==> src/rtl/cla_addsub_pipe.sv <==
// cla_addsub_pipe: pipelined carry-lookahead adder/subtractor with
// valid/ready handshakes and carry/overflow/zero/negative flags.
// The carry chain is built from 4-bit lookahead groups and split evenly
// over STAGES register stages; each stage resolves GROUPS_PER_STAGE groups.
// Optional feature macro: CLA_SATURATE_EN adds a sat_mode input that clamps
// the sum to the signed extreme on overflow.
module cla_addsub_pipe #(
   parameter int WIDTH  = 32,
   parameter int STAGES = 2
) (
   input  logic             clk,
   input  logic             reset,
   input  logic             in_valid,
   output logic             in_ready,
   input  logic [WIDTH-1:0] a,
   input  logic [WIDTH-1:0] b,
   input  logic             cin,
   input  logic             op,
`ifdef CLA_SATURATE_EN
   input  logic             sat_mode,
`endif
   output logic             out_valid,
   input  logic             out_ready,
   output logic [WIDTH-1:0] sum,
   output logic             cout,
   output logic             ovf,
   output logic             zero,
   output logic             neg
);

   localparam int NGROUPS          = WIDTH / 4;
   localparam int GROUPS_PER_STAGE = NGROUPS / STAGES;
   localparam logic [WIDTH-1:0] SAT_MAX = {1'b0, {(WIDTH-1){1'b1}}};
   localparam logic [WIDTH-1:0] SAT_MIN = {1'b1, {(WIDTH-1){1'b0}}};

   // 4-bit lookahead group: returns {carry into bit 3, group carry out, sum[3:0]}.
   // Group carry out uses block terms G/P so the ripple never crosses a group.
   function automatic logic [5:0] cla4(input logic [3:0] x_a,
                                       input logic [3:0] x_b,
                                       input logic       c0);
      logic [3:0] g_v;
      logic [3:0] p_v;
      logic [3:0] x_v;
      logic       c1_v;
      logic       c2_v;
      logic       c3_v;
      logic       gg_v;
      logic       pp_v;
      logic       c4_v;
      g_v  = x_a & x_b;
      p_v  = x_a | x_b;
      x_v  = x_a ^ x_b;
      c1_v = g_v[0] | (p_v[0] & c0);
      c2_v = g_v[1] | (p_v[1] & g_v[0]) | (p_v[1] & p_v[0] & c0);
      c3_v = g_v[2] | (p_v[2] & g_v[1]) | (p_v[2] & p_v[1] & g_v[0])
           | (p_v[2] & p_v[1] & p_v[0] & c0);
      gg_v = g_v[3] | (p_v[3] & g_v[2]) | (p_v[3] & p_v[2] & g_v[1])
           | (p_v[3] & p_v[2] & p_v[1] & g_v[0]);
      pp_v = &p_v;
      c4_v = gg_v | (pp_v & c0);
      return {c3_v, c4_v, x_v ^ {c3_v, c2_v, c1_v, c0}};
   endfunction

   // Stage registers: operands still to be processed, completed sum bits,
   // carry into the next unresolved group, valid and saturation mode.
   logic [WIDTH-1:0] a_r   [STAGES];
   logic [WIDTH-1:0] b_r   [STAGES];
   logic [WIDTH-1:0] s_r   [STAGES];
   logic             c_r   [STAGES];
   logic             v_r   [STAGES];
   logic             sat_r [STAGES];
   logic             ovf_r;
   logic             zero_r;
   logic             neg_r;

   // Stage inputs (ports for stage 0, previous register otherwise) and results.
   logic [WIDTH-1:0] ai_s   [STAGES];
   logic [WIDTH-1:0] bi_s   [STAGES];
   logic [WIDTH-1:0] si_s   [STAGES];
   logic             ci_s   [STAGES];
   logic             vi_s   [STAGES];
   logic             sati_s [STAGES];
   logic [WIDTH-1:0] s_s    [STAGES];
   logic             c_s    [STAGES];
   logic [5:0]       grp_s;
   logic             cy_s;
   logic             cmsb_s;
   logic [WIDTH-1:0] sum_s;
   logic             ovf_s;
   logic             zero_s;
   logic             neg_s;
   logic             adv_s;

   // Global advance: the whole pipe moves whenever the output slot is free or draining.
   always_comb begin
      adv_s = !v_r[STAGES-1] || out_ready;
   end

   // Stage input selection; b is inverted and the carry-in chosen before stage 0.
   always_comb begin
      ai_s[0]   = a;
      bi_s[0]   = op ? ~b : b;
      si_s[0]   = {WIDTH{1'b0}};
      ci_s[0]   = op ? 1'b1 : cin;
      vi_s[0]   = in_valid;
`ifdef CLA_SATURATE_EN
      sati_s[0] = sat_mode;
`else
      sati_s[0] = 1'b0;
`endif
      for (int k = 1; k < STAGES; k++) begin
         ai_s[k]   = a_r[k-1];
         bi_s[k]   = b_r[k-1];
         si_s[k]   = s_r[k-1];
         ci_s[k]   = c_r[k-1];
         vi_s[k]   = v_r[k-1];
         sati_s[k] = sat_r[k-1];
      end
   end

   // Per-stage lookahead: resolve this stage's groups, forward low sum bits unchanged.
   always_comb begin
      grp_s  = 6'b000000;
      cy_s   = 1'b0;
      cmsb_s = 1'b0;
      for (int k = 0; k < STAGES; k++) begin
         s_s[k] = si_s[k];
         cy_s   = ci_s[k];
         for (int j = 0; j < GROUPS_PER_STAGE; j++) begin
            grp_s = cla4(ai_s[k][(k*GROUPS_PER_STAGE+j)*4 +: 4],
                         bi_s[k][(k*GROUPS_PER_STAGE+j)*4 +: 4], cy_s);
            s_s[k][(k*GROUPS_PER_STAGE+j)*4 +: 4] = grp_s[3:0];
            cy_s   = grp_s[4];
            cmsb_s = ((k*GROUPS_PER_STAGE+j) == (NGROUPS-1)) ? grp_s[5] : cmsb_s;
         end
         c_s[k] = cy_s;
      end
   end

   // Final-stage flags and optional clamp; zero/neg follow the clamped sum.
   always_comb begin
      ovf_s = cmsb_s ^ c_s[STAGES-1];
      if (sati_s[STAGES-1] && ovf_s) begin
         sum_s = ai_s[STAGES-1][WIDTH-1] ? SAT_MIN : SAT_MAX;
      end else begin
         sum_s = s_s[STAGES-1];
      end
      zero_s = (sum_s == {WIDTH{1'b0}});
      neg_s  = sum_s[WIDTH-1];
   end

   // Pipeline registers: synchronous clear, otherwise load together on advance.
   always_ff @(posedge clk) begin
      if (reset) begin
         for (int k = 0; k < STAGES; k++) begin
            a_r[k]   <= {WIDTH{1'b0}};
            b_r[k]   <= {WIDTH{1'b0}};
            s_r[k]   <= {WIDTH{1'b0}};
            c_r[k]   <= 1'b0;
            v_r[k]   <= 1'b0;
            sat_r[k] <= 1'b0;
         end
         ovf_r  <= 1'b0;
         zero_r <= 1'b0;
         neg_r  <= 1'b0;
      end else if (adv_s) begin
         for (int k = 0; k < STAGES; k++) begin
            a_r[k]   <= ai_s[k];
            b_r[k]   <= bi_s[k];
            s_r[k]   <= (k == STAGES-1) ? sum_s : s_s[k];
            c_r[k]   <= c_s[k];
            v_r[k]   <= vi_s[k];
            sat_r[k] <= sati_s[k];
         end
         ovf_r  <= ovf_s;
         zero_r <= zero_s;
         neg_r  <= neg_s;
      end
   end

   assign in_ready  = adv_s;
   assign out_valid = v_r[STAGES-1];
   assign sum       = s_r[STAGES-1];
   assign cout      = c_r[STAGES-1];
   assign ovf       = ovf_r;
   assign zero      = zero_r;
   assign neg       = neg_r;

endmodule

==> config.mk <==
export PLATFORM = sky130hd
export DESIGN_NAME = cla_addsub_pipe
export DESIGN_NICKNAME = d
export VERILOG_FILES = /design/src/rtl/cla_addsub_pipe.sv
export SDC_FILE = /design/constraint.sdc
export NUM_CORES = 1
export LEC_CHECK = 0
export ABC_CLOCK_PERIOD_IN_PS = 3070
export BUFFER_PORTS_ARGS = -buffer_cell sky130_fd_sc_hd__buf_2
export CAP_MARGIN = 20
export CELL_PAD_IN_SITES_DETAIL_PLACEMENT = 1
export CELL_PAD_IN_SITES_GLOBAL_PLACEMENT = 2
export CORE_UTILIZATION = 33
export DETAILED_ROUTE_END_ITERATION = 6
export PLACE_DENSITY_LB_ADDON = 0.1
export SLEW_MARGIN = 10
export SYNTH_ARGS = -nofsm -noshare
export SYNTH_HDL_FRONTEND = slang
export SYNTH_SLANG_ARGS = --single-unit
==> constraint.sdc <==
create_clock -name clk -period 3.07 [get_ports clk]
set_input_delay 0.1535 -clock clk [delete_from_list [all_inputs] [get_ports clk]]
set_output_delay 0.1535 -clock clk [all_outputs]
set_load 0.01 [all_outputs]
==> results of run 1 <==
==> path summary, 6_finish.rpt <==
path	cells after the start	slack, ns	from	to
max	15	-0.14	b_r[0][16]$_SDFFCE_PN0P_	zero$_SDFFE_PP0P_
min	2	0.06	reset	neg$_SDFFE_PP0P_
min reg2reg	2	0.50	zero$_SDFFE_PP0P_	zero$_SDFFE_PP0P_
max reg2reg	15	-0.14	b_r[0][16]$_SDFFCE_PN0P_	zero$_SDFFE_PP0P_
==> cell families after synthesis <==
logic type                 synth area share [%]
AOI/OAI and AO/OA                          5.34
DFF                                        45.4
muxes                                     0.352
and+or+nand+nor                            12.9
xor gates and xnor gates                   8.44
buffers and inverters                      10.7
adders and majority gates                  16.9
==> power breakdown <==
part / total, mW / switching (mW) / internal (mW)
registers: 1.55 / 0.0699 / 1.48
clock network: 1.10 / 0.469 / 0.627
logic: 0.845 / 0.464 / 0.381
total: 3.49 / 1.00 / 2.49
==> state kept, by name, indices dropped and copies added (netlist names) <==
register and flops:
v_r 2, c_r 2, s_r 48, neg 1, a_r 16, zero 1, b_r 16, ovf 1
==> cell type report <==
cell class | count | area share [%]
clock buffers | 10 | 3.32
repair buffers | 135 | 10.9
inverters | 84 | 4.59
diodes | 1 | 0.0363
clock inverters | 6 | 0.888
well taps | 220 | 3.99
multi-input cells | 307 | 38.9
flip-flops and latches | 87 | 37.4
==> cells in the final DEF, fill, tap and decap left out, types with 4 or more instances in the layout <==
cell type	n
a21oi_1	10
a21oi_2	5
and2_1	37
buf_2	107
buf_4	27
clkbuf_16	9
edfxtp_1	84
fa_1	7
ha_1	57
ha_4	5
inv_1	78
inv_2	5
nand2_1	7
nor2_1	64
nor2b_1	4
xnor2_1	24
xor2_1	29
==> through the flow <==
| step | hold WS, ns | setup TNS (ns) |
|---|---|---|
| 2_1_floorplan | 0.225 | 0 |
| 3_3_place_gp | 0.419 | -0.136 |
| 3_5_place_dp | 0.432 | -0.363 |
| 4_1_cts | 0.0600 | -0.118 |
| 5_1_grt | 0.0694 | -0.339 |
| 6_report | 0.0645 | -0.138 |
==> routing by layer <==
layer | GRT usage (%) | wire length [microns]
met5 | 0 | 0
met2 | 24.8 | 5940
met1 | 20.2 | 6230
met4 | 5.49 | 199
met3 | 2.97 | 541
==> what timing repair did <==
action / 4_1_cts / 5_1_grt
resized for setup: 22 / 14
endpoints found under the setup margin: 1 / 1
setup buffers: 5 / 3
pin swaps: 15 / 11
==> impl_results.md, run 1 <==
* Layout fillers at 1893
* Dpl ws at -0.363 ns
* Post-synth EDFFs at 84
* Pleak at 3.24 nW
* First-pass GRT wire length at 20.7 mm
* Most used DFF post-synth: edfxtp_1
* Yosys top cell by area: edfxtp_1
* DIE HEIGHT at 133 microns
* Vias in the first global route at ~4000
* Final Max Slew Viols at 0
* Pwr Density at 506 nW/um^2
* Final Hold Fails at 0
* ANT nets after route at 0
* Row count at between 40 and 50
* Clk root buf: clkbuf_16
* H-tree depth at 3
* Syn Inst Count at 523
* Initial Util at 34.1%
* DRC at 0
* Crit. End Element: flop
* Post-synthesis async set-or-reset flop share at 0%
* Core Footprint at 16700 sq um
* Placement Cell Area at between 6000 and 7000 sq um
* Final HPWL DP at between 10 and 15 mm
* Synth Net Count at 665
* Mapped Area at 5690 sq um
* Failing checks: setup timing
* GP Congestion at a little under 0.8
* TritonCTS Sinks at 87
* Max cap viols at 0
* Area of the multi-input gates at 2690 sq um
* Placed Cells at 825
* Layout Nets at 766
* Final min period at about 3.2 ns
* Status: finished with violations
* Die area at 17800 sq um
* Number of I/O pins at 108
* Clk_skew at 0.00991 ns
* Pin count of the biggest net entering global routing at 47
* Syn avg cell area at around 11 sq um
* FF+latch area at 2580 sq um
* CP required at 3.35 ns
* Via count at 3687
* Max VDD drop at 0.268 mV
* Initial antenna violation count at 0
* CP startpoint kind: flop
* Synth Register Bits at 87
* DR pass1 iterations at 4
* Top cells by area, synth: edfxtp_1 (44%), ha_1 (14%), inv_1 (5.5%), xor2_1 (4.5%), nor2_1 (4.4%)
* DRT iter0 DRCs at roughly 110
* Skew-Pair Late Insertion Delay at 0.35 ns
* Ratio of cells with drive above 1 in the final layout at 30.0%
* Die X at 133 microns
* Post-route non-filler standard cell count at 850
* Post-route cell area at between 6000 and 7000 sq um
* Setup violators final at 1
* Routed WL at 12.9 mm
* CP max stage delay at about 0.48 ns
* CP Buf/Inv Count at 2
* Post-synthesis cell type count at 53
* Fmax at 0.312 GHz
* Port bufs at 107
* Finished Core Util at 41.3%
* Top Family by Delay on Critical Path: simple AND/OR/NAND/NOR gates
* CP Class: flop to flop
* Critical path's slowest cell: fa_2
* Worst rel slew slack at between 30% and 40%
* CTS tree: yes
* Max FO, Critical Path at 2
* Clk pin slew, worst setup/hold paths at 0.07 ns
* Tcrit/Tclk final at 105%
* Total grt overflow at 0
* RSZ-0062 raised after global routing: true
* Area delta synth->final at 21.2%
* Post-DR vias/cell at 4.34
* Warnings from Yosys at 0
* Worst-Margin Slew at 1.03 ns
* Clock buffers created by TritonCTS at 9
* Seq/Total Area, Yosys at 45.4%
* Crit path cell chain: buf_6 > ha_4 > nor2_4 > a221oi_4 > a21oi_2 > buf_4 > a21oi_2 > or2_4 > fa_2 > nor4b_4 > nand4_1 > nor3_2 > and4_1 > nand4_1 > o21ai_1
* Most frequent cells after synthesis: edfxtp_1 (84), inv_1 (84), nor2_1 (66), ha_1 (64), and2_1 (37)
* Hold Buf Count CTS at 0
* HP Class: primary input to flop
* Clock buffer depth at 2
* Mean routed wirelength per cell at roughly 15 microns
* GRT Util Overall at 15.3%
* Worst path arrival time at 3.49 ns
* Tot Pwr at 3.49 mW
* Post-synth top area share at 44.3%
* Final setup margin at -0.138 ns
(Power assumes the default switching activity.)
==> inputs of run 2 (changes only) <==
--- a/config.mk
+++ b/config.mk
@@ -12,7 +12,7 @@
 export CELL_PAD_IN_SITES_GLOBAL_PLACEMENT = 2
 export CORE_UTILIZATION = 33
 export DETAILED_ROUTE_END_ITERATION = 6
-export PLACE_DENSITY_LB_ADDON = 0.1
+export PLACE_DENSITY = 0.87
 export SLEW_MARGIN = 10
 export SYNTH_ARGS = -nofsm -noshare
 export SYNTH_HDL_FRONTEND = slang
==> impl_results.md, run 2 (synthesis results as in run 1) <==
* Skew-Pair Late Insertion Delay at 0.35 ns
* ANT nets after route at 0
* Clock buffers created by TritonCTS at 9
* Worst path arrival time at 3.47 ns
* DRT iter0 DRCs at 133
* GRT Util Overall at 15.8%
* Crit. End Element: flop
* Reg-to-Reg End: zero$_SDFFE_PP0P_
* TritonCTS Sinks at 87
* Max FO, Critical Path at 2
* H-tree depth at 3
* Leading cell type in the layout, fill and taps excluded: buf_2
* Final setup margin at -0.123 ns
* Hold EP: ovf$_SDFFE_PP0P_
* Core Footprint at 16700 sq um
* Final HPWL DP at 10.3 mm
* Die X at 133 microns
* Number of I/O pins at 108
* Initial Util at between 30% and 40%
* GP Congestion at 0.820
* Clock buffer depth at 2
* DRC at 0
* Most flops, register: s_r
* Setup TNS at -0.123 ns
* Final Hold Fails at 0
* Ratio of cells with drive above 1 in the final layout at 28.2%
* Mean routed wirelength per cell at 15.7 microns
* Failing checks: setup timing
* Final Max Slew Viols at 0
* DIE HEIGHT at 133 microns
* Worst-Margin Slew at 0.977 ns
* Routed WL at 13.2 mm
* Max FFs per register at 48
* Max VDD drop at 0.281 mV
* Clk pin slew, worst setup/hold paths at 0.06 ns
* Most frequent cells in the layout: buf_2 (107), edfxtp_1 (84), inv_1 (81)
* Clk_skew at a little over 0.007 ns
* Pleak at 3.22 nW
* Pin count of the biggest net entering global routing at 47
* Initial antenna violation count at 1
* CP startpoint kind: flop
* Area delta synth->final at 19.8%
* RSZ-0062 raised after global routing: true
* Max cap viols at 0
* HP Start: reset
* CP required at roughly 3.4 ns
* Status: finished with violations
* Worst rel slew slack at 34.8%
* Tot Pwr at around 3.5 mW
* Final min period at approximately 3.2 ns
* Top flop regs: s_r (48), a_r (16), b_r (16)
* HP Class: primary input to flop
* CTS tree: yes
* Pwr Density at 517 nW/um^2
* CP Class: flop to flop
* DR pass1 iterations at 4
* Placed Cells at about 820
* Total grt overflow at 0
* Tcrit/Tclk final at 104%
* Reg2reg start: b_r[0][19]$_SDFFCE_PN0P_
* Via count at 3731
* Die area at 17800 sq um
* Row count at 47
* Hold Path Depth at 2
* Post-route non-filler standard cell count at between 800 and 900
* First-pass GRT wire length at 21.4 mm
* Layout Nets at 757
* Port bufs at 107
* Clk root buf: clkbuf_16
* R2r worst-path depth at 16
* Post-DR vias/cell at 4.44
* Hold Buf Count CTS at 0
* Dpl ws at -0.320 ns
* Setup violators final at 1
* R2R setup slack at -0.12 ns
* Fmax at approximately 0.31 GHz
* Vias in the first global route at 4214
==> run 2: cell count changes in the layout (fill, tap and decap cells not counted), moves of 3 or more <==
cell,delta
buf_4,-11
inv_1,+3
ha_4,-4
inv_2,-3
ha_1,+4
==> run 2: worst max path at each step <==
stage | from | to | slack, ns | cells after the start
finish | b_r[0][19]$_SDFFCE_PN0P_ | zero$_SDFFE_PP0P_ | -0.12 | 16
CTS | b_r[0][16]$_SDFFCE_PN0P_ | zero$_SDFFE_PP0P_ | -0.09 | 15
global route | b_r[0][19]$_SDFFCE_PN0P_ | zero$_SDFFE_PP0P_ | -0.31 | 16
detailed placement | b_r[0][16]$_SDFFCE_PN0P_ | zero$_SDFFE_PP0P_ | -0.32 | 16
floorplan | b_r[0][19]$_SDFFCE_PN0P_ | zero$_SDFFE_PP0P_ | 0.03 | 16
global placement | b_r[0][16]$_SDFFCE_PN0P_ | zero$_SDFFE_PP0P_ | -0.08 | 16
==> run 2: layout make-up <==
cell class / instances / area, sq um
fill: 1885 / 9880
multi-input combinational: 307 / 2630
sequential: 87 / 2580
clock inverter: 7 / 87.6
tap: 220 / 275
antenna: 1 / 2.50
inverter: 84 / 317
timing repair buffer: 126 / 698
clock buffer: 9 / 225
==> run 2: critical path: stages (launching register included) <==
cell and delay (ns):
edfxtp_1 0.38, inv_1 0.06, ha_1 0.21, nand2b_4 0.16, a2111oi_4 0.32, a21oi_2 0.09
a21oi_2 0.19, a21oi_2 0.09, nor2_1 0.10, nor2_1 0.07, fa_2 0.53, nor4b_2 0.19
nand4_1 0.15, nor3_2 0.13, and4_1 0.21, nand4_1 0.10, o21ai_1 0.15
==> run 2: stage by stage <==
step	util [%]	area [sq um]	hold WS [ns]
after floorplan	-	5700	0.225
after global placement	38.1	6360	0.432
after detailed placement	38.1	6360	0.430
after CTS	40.8	6810	0.0585
after global routing	40.8	6820	0.0763
final	40.8	6820	0.0744
==> run 2: what timing repair did <==
item / CTS / global route
endpoints found under the setup margin: 1 / 1
gates resized for setup: 24 / 2
buffers inserted: 2 / 0
pin swaps: 14 / 0
==> run 2: metal layers <==
| layer | vias up | wire [microns] | track usage [%] |
|---|---|---|---|
| li1 | 1829 | - | - |
| met1 | 1820 | 5810 | 18.9 |
| met2 | 72 | 6670 | 28.1 |
| met3 | 10 | 567 | 3.50 |
| met4 | 0 | 185 | 5.18 |
| met5 | - | 0 | 0 |
==> run 2: where the power goes <==
group          total (mW)  internal, mW  switching [mW]
Clock                1.15         0.705           0.449
Sequential           1.54          1.48          0.0649
Combinational       0.831         0.363           0.468
